<file path="src/rtl/fsm_serial_pkg.sv">
// -----------------------------------------------------------------------------
// fsm_serial_pkg
// Types and constants shared by the serial transmitter and the serial frame
// receiver.
//   state_t   : frame FSM states (IDLE, START, DATA, PARITY, STOP)
//   LINE_IDLE : level of the serial line between frames
//   START_BIT : level of the start bit
//   STOP_BIT  : level of each stop bit
// -----------------------------------------------------------------------------
package fsm_serial_pkg;

    typedef enum logic [2:0] {
        IDLE   = 3'd0,
        START  = 3'd1,
        DATA   = 3'd2,
        PARITY = 3'd3,
        STOP   = 3'd4
    } state_t;

    localparam logic LINE_IDLE = 1'b1;
    localparam logic START_BIT = 1'b0;
    localparam logic STOP_BIT  = 1'b1;

endpackage

</file>
<file path="src/rtl/fsm_serial_tx.sv">
// -----------------------------------------------------------------------------
// fsm_serial_tx
// Serial byte transmitter. Accepts a byte over a valid/ready handshake and
// sends it one bit per clock: start bit (0), DATA_BITS data bits LSB first,
// optional odd-parity bit, STOP_BITS stop bits (1). The line idles high.
//
// Optional feature macro: SERIAL_TX_PARITY_EN
//   defined   : a PARITY state carrying odd parity sits between DATA and STOP
//   undefined : frame goes straight from DATA to STOP
//
// Parameters
//   DATA_BITS : data bits per frame (5..8)
//   STOP_BITS : stop bits per frame (1 or 2)
// Ports
//   clk      : clock, rising edge
//   reset    : asynchronous, active-high reset
//   in_byte  : byte to transmit, sampled only on accept
//   in_valid : upstream has a byte on in_byte
//   in_ready : block can accept a byte this cycle (combinational)
//   out      : registered serial line
//   busy     : a frame is on the line
//   done     : high during the final stop-bit cycle of each frame
// -----------------------------------------------------------------------------
module fsm_serial_tx
    import fsm_serial_pkg::*;
#(
    parameter int DATA_BITS = 8,
    parameter int STOP_BITS = 1
) (
    input  logic                 clk,
    input  logic                 reset,
    input  logic [DATA_BITS-1:0] in_byte,
    input  logic                 in_valid,
    output logic                 in_ready,
    output logic                 out,
    output logic                 busy,
    output logic                 done
);

    localparam int CNT_W = $clog2(DATA_BITS);
    localparam logic [CNT_W-1:0] DATA_LAST = CNT_W'(DATA_BITS - 1);
    localparam logic [CNT_W-1:0] STOP_LAST = CNT_W'(STOP_BITS - 1);

    state_t               state;
    state_t               next_state;
    logic [DATA_BITS-1:0] shift;
    logic [CNT_W-1:0]     cnt;
    logic                 out_d;
    logic                 accept;
`ifdef SERIAL_TX_PARITY_EN
    logic                 parity_bit;
`endif

    assign accept = in_valid && in_ready;

    // State register
    always_ff @(posedge clk or posedge reset) begin
        if (reset) begin
            state <= IDLE;
        end else begin
            state <= next_state;
        end
    end

    // Next-state logic
    always_comb begin
        next_state = IDLE;
        case (state)
            IDLE:  next_state = accept ? START : IDLE;
            START: next_state = DATA;
            DATA: begin
                if (cnt == DATA_LAST) begin
`ifdef SERIAL_TX_PARITY_EN
                    next_state = PARITY;
`else
                    next_state = STOP;
`endif
                end else begin
                    next_state = DATA;
                end
            end
`ifdef SERIAL_TX_PARITY_EN
            PARITY: next_state = STOP;
`endif
            STOP: begin
                if (cnt == STOP_LAST) begin
                    next_state = accept ? START : IDLE;
                end else begin
                    next_state = STOP;
                end
            end
            default: next_state = IDLE;
        endcase
    end

    // Output decode. The line level is chosen from the state being entered so
    // that the registered out lines up with that state's cycle.
    always_comb begin
        busy     = (state != IDLE);
        done     = (state == STOP) && (cnt == STOP_LAST);
        in_ready = (state == IDLE) || done;
        out_d    = LINE_IDLE;
        case (next_state)
            START:  out_d = START_BIT;
            DATA:   out_d = shift[0];
`ifdef SERIAL_TX_PARITY_EN
            PARITY: out_d = parity_bit;
`endif
            STOP:   out_d = STOP_BIT;
            default: out_d = LINE_IDLE;
        endcase
    end

    // Shift register, bit counter and line register
    always_ff @(posedge clk or posedge reset) begin
        if (reset) begin
            out   <= LINE_IDLE;
            shift <= '0;
            cnt   <= '0;
`ifdef SERIAL_TX_PARITY_EN
            parity_bit <= 1'b0;
`endif
        end else begin
            out <= out_d;

            // A bit leaves on every edge that enters or stays in DATA.
            if (accept) begin
                shift <= in_byte;
`ifdef SERIAL_TX_PARITY_EN
                parity_bit <= ~(^in_byte);
`endif
            end else if (next_state == DATA) begin
                shift <= shift >> 1;
            end

            if ((next_state == DATA && state != DATA) ||
                (next_state == STOP && state != STOP)) begin
                cnt <= '0;
            end else if (state == DATA || state == STOP) begin
                cnt <= cnt + 1'b1;
            end
        end
    end

endmodule

</file>
<file path="config.mk">
export PLATFORM = sky130hd
export DESIGN_NAME = fsm_serial_tx
export DESIGN_NICKNAME = d
export VERILOG_FILES = /design/src/rtl/fsm_serial_pkg.sv /design/src/rtl/fsm_serial_tx.sv
export SDC_FILE = /design/constraint.sdc
export NUM_CORES = 1
export LEC_CHECK = 0
export ABC_AREA = 1
export CAP_MARGIN = 20
export CORE_MARGIN = 2
export CORE_UTILIZATION = 50
export DETAILED_ROUTE_END_ITERATION = 12
export HOLD_SLACK_MARGIN = 0.05
export PLACE_DENSITY = 0.77
export SETUP_SLACK_MARGIN = 0.3
export SYNTH_ARGS = -nofsm -noshare
export SYNTH_HDL_FRONTEND = slang
export SYNTH_SLANG_ARGS = --single-unit
</file>
<file path="constraint.sdc">
create_clock -name clk -period 3.65 [get_ports clk]
set_input_delay 0.365 -clock clk [delete_from_list [all_inputs] [get_ports clk]]
set_output_delay 0.365 -clock clk [all_outputs]
set_load 0.1 [all_outputs]
</file>
# Word-level counts from Yosys, hierarchy flattened
# Index checks and enable logic that the tools add are counted.
[op_classes] n_addsub=1 eq_ne=9 n_mux=9 n_reduce_logical=12
[op_table] cell="8-bit 2-to-1 mux" n=2
[op_table] cell="3-bit 2-to-1 mux" n=4
[op_table] cell="3-bit one-hot mux with 4 select lines" n=1
[op_table] cell="3-bit equality test, second input constant" n=3
[op_table] cell="3-bit by 1-bit equality test with 1-bit output, second input constant" n=2
[op_table] cell="3-bit by 2-bit equality test with 1-bit output, second input constant" n=2
[op_table] cell="3-bit logical NOT" n=2
[op_table] cell="1-bit logical AND" n=4
[op_table] cell="2-bit nonzero test" n=2
[op_table] cell="3-bit by 1-bit adder with 3-bit output, second input constant" n=1
[op_table] cell="1-bit logical OR" n=3
[op_table] cell="3-bit by 2-bit inequality test with 1-bit output, second input constant" n=1
[op_table] cell="3-bit inequality test, second input constant" n=1
[op_table] cell="3-bit nonzero test" n=1
[op_table] cell="1-bit one-hot mux with 2 select lines" n=1
[op_table] cell="1-bit 2-to-1 mux" n=1
[totals] regBits=15

# Longest topological paths before layout
# Gate-level depths: netlist of run 1.
[depth] ltp_word=11 depth_mapped=9

# Least setup slack after synthesis of run 1
# Ideal clock, no wire load.
[synth_path] path_kind="reg2out" from="register cnt[0]" to="output done" arrival_time_ns=1.945 required_time_ns=3.285 path_slack_ns=1.340 stages_incl_launch_ff=5 n_path_buf=0 cell_sequence="dfrtp_1 inv_1 ha_1 nand2_2 nor2_1"
[synth_between] elab_chain_cells=2
[synth_rtl] element="start, declared" line_no="fsm_serial_tx.sv:47" text="logic [CNT_W-1:0] cnt;"
[synth_rtl] element="start signal, assigned" line_no="fsm_serial_tx.sv:140" text="cnt <= cnt + 1'b1;"
[synth_rtl] element="3-bit logical NOT" line_no="fsm_serial_tx.sv:100" text="done = (state == STOP) && (cnt == STOP_LAST);"
[synth_rtl] element="1-bit logical AND" line_no="fsm_serial_tx.sv:100"
[synth_rtl] element="end, declared" line_no="fsm_serial_tx.sv:37" text="output logic done"
# No other way between the ends.

# Final worst setup path of run 1
[layout_path] from="register cnt[0]" to="output in_ready"
[layout_between] elab_chain_cells=3
[layout_rtl] element="3-bit logical NOT" line_no="fsm_serial_tx.sv:100"
[layout_rtl] element="1-bit logical AND" line_no="fsm_serial_tx.sv:100"
[layout_rtl] element="1-bit logical OR" line_no="fsm_serial_tx.sv:101" text="in_ready = (state == IDLE) || done;"
[layout_rtl] element="end, declared" line_no="fsm_serial_tx.sv:34" text="output logic in_ready,"
# No other way between the ends.

==> impl_metrics.csv, run 1 <==
group,metric,value,unit
status,status,"completed",
clocking,numCtsBuffers,3,
routing,wirelength,1400,microns
clocking,cts_root_buf,"clkbuf_4",
power,p_sw_frac,0.507,
critical_path,critPathKind,"flop to output port",
routing,first_iter_violations,15,
logic_synthesis,synth.net_count,109,
cells_and_area,final_nets,127,
routing,post_drt_wl_per_cell,10.9,microns
floorplan,die_height,43.5,microns
routing,ant_nets,0,
critical_path,start_kind,"flop",
clocking,postCtsSetupRepairBufs,0,
critical_path,critPathRequiredTime,3.28,ns
sta,skew,0.00373,ns
critical_path,cp_max_fo,4,
flow_run,maxCapViolations,0,
critical_path,cp-startpoint,"cnt[0]",
clocking,htreeDepth,1,
power,leakage,0.491,nW
sta,finalCritPeriodShare,0.756,
routing,drtPass1Iterations,4,
logic_synthesis,synth_xor_area_frac,0,
sta,fin_setup_tns,0,ns
critical_path,cp-end-kind,"output port",
placement,portBuffers,14,
clocking,cts_sinks,15,
power,power,0.880,mW
power,p_int,0.434,mW
placement,dp_hpwl,1050,microns
sta,fmax,362,MHz
logic_synthesis,syn_inst,95,
floorplan,start_util,0.523,
sta,finalCriticalPeriod,2.76,ns
cells_and_area,syn_to_final_growth,22.7,%
critical_path,regToRegStartpoint,"cnt[0]",
grt,grt_overflow,0,
floorplan,die-area,1890,sq um
placement,gp_congestion,0.770,
logic_synthesis,synth_adder_area_share,0.0482,
power,power.density,922,nW/um^2
clocking,clk_latency,0.28,ns
clocking,ctsLongestPathBuffers,2,
cells_and_area,antenna_cells,0,
power,p_clk_frac,0.106,
cells_and_area,drive_gt1_frac,0.143,
power,seqPwrFrac,0.327,
floorplan,coreArea,1490,sq um
logic_synthesis,synth-compound-area-share,0.0547,
grt,grt_pass1_wl,2470,microns
clocking,clkTransAtPathRegs,0.09,ns
floorplan,num_rows,14,
clocking,ctsHoldBuffers,0,
power,vdd_drop_max,0.453,mV
grt,grt_pass1_vias,593,
logic_synthesis,synthSimpleGateAreaFrac,0.318,
grt,grt_max_degree,16,
clocking,tritoncts,"done",
hold_path,holdCritPathClass,"input port to async pin",
logic_synthesis,netlist_area,778,sq um
power,p_sw,0.447,mW
routing,drc,0,
logic_synthesis,syn_area_per_cell,8.19,sq um
logic_synthesis,synth_seq_cells,15,
cells_and_area,final_area,955,sq um
logic_synthesis,ys_seq_area_frac,0.484,
routing,vias,641,
sta,setup_violations,0,
sta,rsz0062_at_grt,"false",
sta,hold_violations,0,
logic_synthesis,synthMuxAreaShare,0,
power,p_comb_frac,0.567,
grt,antenna_found_initial,0,
sta,relSlewSlack,0.356,
floorplan,die_width,43.5,microns
clocking,cts_resized,0,
critical_path,arrival,2.39,ns
logic_synthesis,synth_cell_types,18,
grt,track_usage,0.184,
floorplan,io_pins,15,
sta,worst_pin_slew,0.962,ns
placement,place_area,927,sq um
logic_synthesis,synth_top_family_by_area,"simple AND/OR/NAND/NOR gates",
routing,avgViaCountPerCell,5.01,
sta,report.final.slew_viol_count,0,
logic_synthesis,ys_warn_count,0,
==> metal layers <==
layer	vias to the layer above	global-route usage	wire length [microns]
li1	338	-	-
met1	291	0.198	575
met2	10	0.328	756
met3	2	0.0625	53
met4	0	0.0727	11
met5	-	0	0
==> per-stage QoR <==
| step | utilization | hold slack, ns | std cells | setup slack, ns |
|---|---|---|---|---|
| after floorplan | - | 0.266 | 95 | 1.34 |
| after global placement | 0.623 | 0.480 | 124 | 1.26 |
| after detailed placement | 0.623 | 0.487 | 124 | 1.19 |
| after CTS | 0.641 | 0.451 | 128 | 0.875 |
| after global routing | 0.641 | 0.497 | 128 | 0.766 |
| final | 0.641 | 0.425 | 128 | 0.891 |
==> logic make-up (layout without fill, tap and decap cells) <==
group                    after synthesis  after routing
AND/OR/NAND/NOR                       54             54
buffers and inverters                 17             34
flip-flops                            15             15
AO/OA/AOI/OAI                          6              6
adder cells (fa/ha/maj)                3              3
==> worst max-delay path: stages (launching register included) <==
cell and delay (ns):
dfrtp_1 0.41, inv_1 0.08, ha_1 0.17, nand2_2 0.09, a21oi_4 0.20, clkdlybuf4s50_1 1.17
==> flip-flops by register name, indices dropped and copies added, names as in the netlist <==
register  cells
out           1
state         3
cnt           3
shift         8
==> cells in the final DEF (no fill, tap or decap) <==
cell | Yosys | routed
a21oi_1 | 2 | 2
a21oi_4 | 1 | 1
clkbuf_4 | 0 | 3
clkdlybuf4s50_1 | 0 | 14
clkinv_2 | 0 | 1
dfrtp_1 | 14 | 14
dfstp_2 | 1 | 1
ha_1 | 3 | 3
inv_1 | 12 | 12
inv_2 | 3 | 3
inv_4 | 1 | 1
nand2_1 | 24 | 24
nand2_2 | 4 | 4
nand2_4 | 1 | 1
nand3_1 | 19 | 19
nor2_1 | 4 | 4
nor2_2 | 1 | 1
nor3_1 | 1 | 1
o21ai_0 | 2 | 2
o22ai_1 | 1 | 1
==> area by class of cell <==
cell class                      count  area [sq um]
Multi-Input combinational cell     63           328
Tap cell                           16          20.0
Clock buffer                        3          22.5
Sequential cell                    15           377
Inverter                           16          62.6
Clock inverter                      1          5.00
Fill cell                         134           534
Timing Repair Buffer               14           140
==> cell usage after synthesis, drive strengths merged <==
| master | instances | area share |
|---|---|---|
| ha | 3 | 0.048 |
| o21ai | 2 | 0.013 |
| buf | 1 | 0.014 |
| nand2 | 29 | 0.16 |
| dfrtp | 14 | 0.45 |
| nor2 | 5 | 0.027 |
| nor3 | 1 | 0.0064 |
| inv | 16 | 0.080 |
| dfstp | 1 | 0.034 |
| o22ai | 1 | 0.0080 |
| a21oi | 3 | 0.034 |
| nand3 | 19 | 0.12 |
==> final timing paths <==
check	endpoint	slack [ns]	depth (start not counted)
setup / recovery	in_ready	0.89	5
hold / removal	cnt[1]	0.43	2
setup reg to reg	shift[2]	2.12	9
hold reg to reg	shift[0]	0.51	2
max in group asynchronous	out	2.85	2
min in group clk	shift[0]	0.51	2
==> power groups by stage <==
stage | Sequential (mW) | Clock [mW] | Combinational [mW]
after floorplan | 0.324 | 0 | 0.367
after global placement | 0.286 | 0 | 0.485
after detailed placement | 0.291 | 0 | 0.501
after CTS | 0.288 | 0.0962 | 0.507
after global routing | 0.297 | 0.106 | 0.549
final | 0.288 | 0.0933 | 0.500
No activity file was read; power rests on OpenSTA's default activity.
==> inputs of run 2 (changes only) <==
--- a/config.mk
+++ b/config.mk
@@ -8,10 +8,10 @@
 export ABC_AREA = 1
 export CAP_MARGIN = 20
 export CORE_MARGIN = 2
-export CORE_UTILIZATION = 50
+export CORE_UTILIZATION = 49
 export DETAILED_ROUTE_END_ITERATION = 12
 export HOLD_SLACK_MARGIN = 0.05
-export PLACE_DENSITY = 0.77
+export PLACE_DENSITY = 0.76
 export SETUP_SLACK_MARGIN = 0.3
 export SYNTH_ARGS = -nofsm -noshare
 export SYNTH_HDL_FRONTEND = slang
==> constraint.sdc (replaced) <==
create_clock -name clk -period 2.6 [get_ports clk]
set_input_delay 0.26 -clock clk [delete_from_list [all_inputs] [get_ports clk]]
set_output_delay 0.26 -clock clk [all_outputs]
set_load 0.1 [all_outputs]
==> run 2 against run 1 <==
Net effect: global-route usage fell by 1.0 points; hold slack got worse by 0.12 ns; critical path depth did not move; sequential power rose by 40%; critical endpoint unchanged; clock power rose by 37%; total power rose by 38%; clock skew rose by 0.0013 ns; critical path type unchanged.
==> impl_metrics.csv, run 2 (synthesis results as in run 1) <==
group,metric,value,unit
status,status,"completed",
cells_and_area,multi_input_area,328,sq um
grt,grt_pass1_wl,2420,microns
routing,wirelength,1340,microns
sta,hold_violations,0,
power,power.density,1290,nW/um^2
critical_path,r2r_slack,1.11,ns
sta,fin_setup_tns,0,ns
critical_path,arrival,1.54,ns
floorplan,die_width,43.9,microns
sta,fmax,557,MHz
clocking,postCtsSetupRepairBufs,0,
sta,rsz0062_at_grt,"false",
sta,report.final.slew_viol_count,0,
grt,grt_overflow,0,
sta,finalCriticalPeriod,1.80,ns
routing,post_drt_wl_per_cell,10.5,microns
grt,antenna_found_initial,0,
placement,dp_slack,1.11,ns
clocking,ctsHoldBuffers,0,
grt,track_usage,0.173,
clocking,clk_latency,0.28,ns
power,leakage,0.496,nW
clocking,ctsLongestPathBuffers,2,
cells_and_area,final_cells,128,
cells_and_area,drive_gt1_frac,0.179,
critical_path,critPathKind,"flop to output port",
floorplan,die-area,1920,sq um
floorplan,coreArea,1490,sq um
grt,grt_pass1_vias,595,
clocking,tritoncts,"done",
cells_and_area,regArea,377,sq um
critical_path,cp-startpoint,"cnt[0]",
cells_and_area,regMostFlops,"shift",
critical_path,critPathRequiredTime,2.34,ns
floorplan,num_rows,14,
sta,setup_violations,0,
sta,relSlewSlack,0.649,
cells_and_area,antenna_cells,0,
routing,avgViaCountPerCell,5.06,
floorplan,die_height,43.9,microns
critical_path,cp-end-kind,"output port",
routing,drtPass1Iterations,4,
clocking,cts_root_buf,"clkbuf_4",
cells_and_area,syn_to_final_growth,21.4,%
routing,drc,0,
clocking,cts_sinks,15,
critical_path,cp_max_fo,4,
routing,ant_nets,0,
clocking,numCtsBuffers,3,
sta,skew,0.00507,ns
clocking,clkTransAtPathRegs,0.09,ns
power,vdd_drop_max,0.573,mV
cells_and_area,utilization,0.634,
placement,dp_cells,124,
sta,worst_pin_slew,0.526,ns
critical_path,start_kind,"flop",
placement,gp_congestion,0.789,
clocking,htreeDepth,1,
hold_path,holdCritPathClass,"input port to async pin",
sta,layout_setup_ws,0.803,ns
flow_run,maxCapViolations,0,
floorplan,start_util,0.523,
cells_and_area,final_nets,127,
cells_and_area,fillerInstances,142,
cells_and_area,final_cell_mix,"nand2_1, nand3_1, dfrtp_1, inv_1, clkdlybuf4s50_1",
cells_and_area,largest_reg_flops,8,
grt,grt_max_degree,16,
cells_and_area,top_regs,"shift: 8 flops, cnt: 3 flops, state: 3 flops",
cells_and_area,layout_commonest_cell,"nand2_1",
sta,finalCritPeriodShare,0.691,
placement,portBuffers,14,
critical_path,regToRegStartpoint,"cnt[0]",
placement,dp_hpwl,1090,microns
routing,vias,648,
floorplan,io_pins,15,
clocking,cts_resized,0,
routing,first_iter_violations,6,
-- run 2: changes by cell type in the layout (fill, tap and decap cells not counted), sizes merged --
cell           delta
buf               +4
clkdlybuf4s50     -4
-- run 2: final timing paths --
| path | endpoint | depth (start not counted) |
|---|---|---|
| max | in_ready | 5 |
| min | state[2] | 2 |
| max reg2reg | shift[3] | 9 |
| min reg2reg | shift[0] | 2 |
| max in group asynchronous | out | 2 |
| min in group clk | shift[0] | 2 |
-- run 2: worst max-delay path, stage by stage, from the launching register on --
cell and delay, ns:
dfrtp_1 0.41, inv_1 0.09, ha_1 0.16, nand2_2 0.08
a21oi_4 0.20, buf_4 0.33
-- run 2: layout make-up --
cell class | count | share of cell area
Multi-Input combinational cell | 63 | 0.347
Clock buffer | 3 | 0.0238
Sequential cell | 15 | 0.399
Tap cell | 16 | 0.0212
Inverter | 16 | 0.0662
Timing Repair Buffer | 14 | 0.138
Clock inverter | 1 | 0.00530
-- run 2: per-stage QoR --
| stage | hold slack, ns | total power [mW] | cell area (sq um) |
|---|---|---|---|
| after floorplan | 0.161 | 0.970 | 778 |
| after global placement | 0.478 | 1.08 | 917 |
| after detailed placement | 0.488 | 1.10 | 917 |
| after CTS | 0.337 | 1.23 | 945 |
| after global routing | 0.365 | 1.33 | 945 |
| final | 0.307 | 1.22 | 945 |
-- run 2: report_power, final --
part           internal [mW]  total [mW]  switching, mW
sequential             0.342       0.404         0.0623
combinational          0.199       0.686          0.487
clock                 0.0571       0.128         0.0705
-- run 2: per-layer routing --
| layer | up-vias | GRT usage | part of all wire |
|---|---|---|---|
| li1 | 334 | - | - |
| met1 | 291 | 0.206 | 0.42 |
| met2 | 19 | 0.291 | 0.50 |
| met3 | 4 | 0.0375 | 0.061 |
| met4 | 0 | 0.0909 | 0.017 |
| met5 | - | 0 | 0 |
==> edit 1, RTL diff (config.mk and constraints of run 1) <==
The option `SERIAL_TX_PARITY_EN` is turned on by a define.
--- a/src/rtl/fsm_serial_tx.sv
+++ b/src/rtl/fsm_serial_tx.sv
@@ -21,6 +21,8 @@
 //   busy     : a frame is on the line
 //   done     : high during the final stop-bit cycle of each frame
 // -----------------------------------------------------------------------------
+`define SERIAL_TX_PARITY_EN
+
 module fsm_serial_tx
     import fsm_serial_pkg::*;
 #(
Formal check against the unedited RTL: no difference found for any inputs over 10 cycles, from zero or initial values and one cycle with reset high; that may be too few to reach the edited logic, so the function may still have changed.
==> edit 1 against run 1 <==
Synthesized cell count is 69% higher. Area after synthesis is 45% higher. Final cell count is 59% higher. Wire length is 49% higher. Clock power is 28% higher. Cell area is 38% higher. Total power is 26% higher. Non-clock buffer count stayed put. Sequential cell count is 1 higher. Setup slack better by 120 ps. Critical path type unchanged. Highest routed layer unchanged.
==> edit 1: results (changes against run 1) <==
- Primary FF master, synth: dfrtp_1 (unchanged)
- Post_cts resized: 0 (unchanged)
- Post-CTS Setup Inserts: 0 (unchanged)
- Largest net degree at the start of global routing: 20 (was 16)
- Final nets: 191 (was 127)
- Unique cell type count in the Yosys netlist: 24 (was 18)
- 1st-pass router iterations: 5 (was 4)
- Drt wl/cell: 10.2 um (was 10.9 um)
- Total Routing Usage GR: 0.180 (was 0.184)
- Leak Pwr: 0.734 nW (was 0.491 nW)
- Post-synthesis net count: 175 (was 109)
- Vias per inst: 4.92 (was 5.01)
- First-pass GRT wire length: 3630 um (was 2470 um)
- Routed vias: 1003 (was 641)
- Worst-path clk slew: 100 ps
- R2r endpoint: shift[6] (was shift[2])
- GR met3 Demand/Resource: 0.0172 (was 0.0625)
- Cell count after placement: 200 (was 124)
- CTS Root Cell: clkbuf_4 (unchanged)
- Min Hold Slack: 429 ps (was 425 ps)
- Final Wtd Congestion: 0.684 (was 0.770)
- Status: completed (unchanged)
- Clock skew: 4.49 ps (was 3.73 ps)
- Vias in the first global route: 895 (was 593)
- Top fanout value on the critical path: 3 (was 4)
- Worst path max stage delay: 1130 ps (was 1170 ps)
- Global Route met1 Usage: 0.222 (was 0.198)
- Initial drt markers: 8 (was 15)
- Setup slack, reg-to-reg: 2000 ps (was 2120 ps)
- Met2 usage: 0.316 (was 0.328)
- Synth area leaders: dfrtp_1 (33%), nand2_1 (24%), inv_1 (7.0%) (was dfrtp_1 (45%), nand3_1 (12%), nand2_1 (12%))
- Initial antenna violation count: 0 (unchanged)
- IO Port Bufs: 14 (unchanged)
- CP Capture Point: done (was in_ready)
- Placement Cell Area: 0.00128 sq mm (was 927 sq um)
- Max VDD drop: 0.000599 V (was 0.000453 V)
- H-tree levels: 1 (unchanged)
- Final period util: 0.722 (was 0.756)
- Largest regs: shift: 8 flops, cnt: 3 flops, state: 3 flops (unchanged)
- Final HPWL DP: 1610 um (was 1050 um)
- Post-route ant nets: 0 (unchanged)
- Average cell area after synthesis: 7.01 sq um (was 8.19 sq um)
- Share of layout cells above drive strength 1: 0.125 (was 0.143)
- Tightest Pin Transition: 961 ps (was 962 ps)
- Worst skew pair latency: 290 ps
- Seq/Total Area, Yosys: 0.356 (was 0.484)
- Reg2Reg Depth: 9 (unchanged)
- Pre-CTS worst setup slack: 1350 ps (was 1190 ps)
- Commonest cells in the netlist: nand2_1 (72), inv_1 (21), dfrtp_1 (15) (was nand2_1 (24), nand3_1 (19), dfrtp_1 (14))
## edit 1: per-layer routing
layer	vias to the layer above	part of all wire
met2	25	0.50
met5	-	0
met1	449	0.45
met3	3	0.038
li1	526	-
met4	0	0.010
## edit 1: power breakdown
part	switching, W	internal, W
combinational	0.000490	0.000196
sequential	0.0000476	0.000258
clock	0.0000581	0.0000608
total	0.000596	0.000515
## edit 1: logic make-up after synthesis
| group | count (synthesis) | synth area share |
|---|---|---|
| AND/OR/NAND/NOR | 96 | 0.378 |
| buffers and inverters | 29 | 0.109 |
| flip-flops | 16 | 0.356 |
| AO/OA/AOI/OAI | 14 | 0.101 |
| XOR/XNOR | 3 | 0.0233 |
| adder cells (fa/ha/maj) | 3 | 0.0333 |
## edit 1: final cells by class
cell class	instances	area (sq um)
clock buffers	4	36.3
flip-flops and latches	16	402
repair buffers	14	138
fillers	205	852
well taps	28	35.0
inverters	26	103
multi-input cells	116	604
==> edit 2, RTL diff (flow settings as in run 1) <==
Without the edit above. Encoding of `state_t`: now one-hot (5 bits for 5 states).
--- a/src/rtl/fsm_serial_pkg.sv
+++ b/src/rtl/fsm_serial_pkg.sv
@@ -9,12 +9,12 @@
 // -----------------------------------------------------------------------------
 package fsm_serial_pkg;
 
-    typedef enum logic [2:0] {
-        IDLE   = 3'd0,
-        START  = 3'd1,
-        DATA   = 3'd2,
-        PARITY = 3'd3,
-        STOP   = 3'd4
+    typedef enum logic [4:0] {
+        IDLE   = 5'b00001,
+        START  = 5'b00010,
+        DATA   = 5'b00100,
+        PARITY = 5'b01000,
+        STOP   = 5'b10000
     } state_t;
 
     localparam logic LINE_IDLE = 1'b1;
Formal check against the unedited RTL: no difference found for any inputs over 10 cycles, from zero or initial values and one cycle with reset high; not proved beyond that.
==> edit 2 against run 1 <==
Total power is 1.2% higher. Register-to-register slack worse by 20 ps. Wire length is 10% higher. Setup slack better by 360 ps. Fmax is 15% higher. Cell area is 3.1% higher. Sequential cell count is 1 higher. Via count is 8.1% higher. Non-clock buffer count stayed put. Area after synthesis is 5.8% higher. Critical path type unchanged.
==> edit 2: results (changes against run 1) <==
- Commonest cells in the netlist: nand3_1 (31), dfrtp_1 (14), inv_1 (12) (was nand2_1 (24), nand3_1 (19), dfrtp_1 (14))
- Initial drt markers: 14 (was 15)
- Share of layout cells above drive strength 1: 0.138 (was 0.143)
- Seq/Total Area, Yosys: 0.489 (was 0.484)
- Slew margin rel.: 0.356 (about the same)
- Total Routing Usage GR: 0.189 (was 0.184)
- First-pass GRT wire length: 2700 um (was 2470 um)
- Top fanout value on the critical path: 3 (was 4)
- Largest regs: shift: 8 flops, state: 4 flops, cnt: 3 flops (was shift: 8 flops, cnt: 3 flops, state: 3 flops)
- Final Wtd Congestion: 0.786 (was 0.770)
- Compound-Gate Fraction of Synth Area: 0.0395 (was 0.0547)
- Average cell area after synthesis: 8.76 sq um (was 8.19 sq um)
- R2r endpoint: shift[4] (was shift[2])
- Final HPWL DP: 1180 um (was 1050 um)
- Layout fillers: 130 (was 134)
- Setup TNS: 0 ps (unchanged)
- Status: completed (unchanged)
- Reg2Reg Depth: 8 (was 9)
- Max VDD drop: 0.000498 V (was 0.000453 V)
- Vias per inst: 5.54 (was 5.01)
- Leak Pwr: 0.488 nW (was 0.491 nW)
- Routed Wire Length: 1540 um (was 1400 um)
- Worst path max stage delay: 1000 ps (was 1170 ps)
- Unique cell type count in the Yosys netlist: 19 (was 18)
- Post-synthesis net count: 108 (was 109)
- Reg2Reg Launch Point: cnt[1] (was cnt[0])
- Adder-cell area share of the yosys netlist: 0.0456 (was 0.0482)
- Largest net degree at the start of global routing: 18 (was 16)
- XOR/XNOR share of the synthesized area: 0.0106 (was 0)
- Clock skew: 2.60 ps (was 3.73 ps)
- Synth area leaders: dfrtp_1 (43%), nand3_1 (19%), dfstp_2 (6.4%) (was dfrtp_1 (45%), nand3_1 (12%), nand2_1 (12%))
[edit 2: layout make-up]
class                      instances  area share
tap                               16      0.0203
clock buffer                       3      0.0229
multi-input combinational         63       0.361
sequential                        16       0.409
inverter                          13      0.0496
timing repair buffer              14       0.137
[edit 2: how the worst max path moves through the flow]
stage	endpoint	startpoint	slack [ps]	cells past startpoint
2_1_floorplan	shift[0]	state[0]	1530	6
3_3_place_gp	busy	state[2]	1600	3
3_5_place_dp	busy	state[2]	1550	3
4_1_cts	busy	state[2]	1230	3
5_1_grt	busy	state[2]	1190	3
6_report	busy	state[2]	1260	3
[edit 2: cell families (layout without fill, tap and decap cells)]
| logic type | Yosys count | count (layout) |
|---|---|---|
| AND/OR/NAND/NOR | 53 | 53 |
| adder cells (fa/ha/maj) | 3 | 3 |
| AO/OA/AOI/OAI | 6 | 6 |
| XOR/XNOR | 1 | 1 |
| buffers and inverters | 15 | 30 |
| flip-flops | 16 | 16 |
[edit 2: critical path: cells and delay by family, from the launching register on]
kind / cells / cell delay [ps]
and+or+nand+nor: 2 / 350
buffers and inverters: 1 / 1000
DFF: 1 / 400
[edit 2: per-stage QoR]
stage	hold slack (ps)	setup slack, ps	area [sq um]	total power (W)	util
CTS	468	1230	985	0.000899	0.646
detailed placement	498	1550	962	0.000808	0.631
global placement	480	1600	962	0.000787	0.631
finish	449	1260	985	0.000891	0.646
global route	527	1190	985	0.000956	0.646
floorplan	277	1530	823	0.000705	-
[edit 2: routing by layer]
metal,share of wire,GRT usage,vias to the layer above
met1,0.46,0.240,326
met3,0.043,0.0531,2
li1,-,-,347
met4,0.0084,0.0545,0
met2,0.49,0.310,18
met5,0,0,-
[edit 2: power by group]
part / internal, W / leakage, nW / switching, W
combinational: 0.000139 / 0.272 / 0.000361
sequential: 0.000257 / 0.203 / 0.0000433
clock: 0.0000382 / 0.0138 / 0.0000523
total: 0.000434 / 0.488 / 0.000456
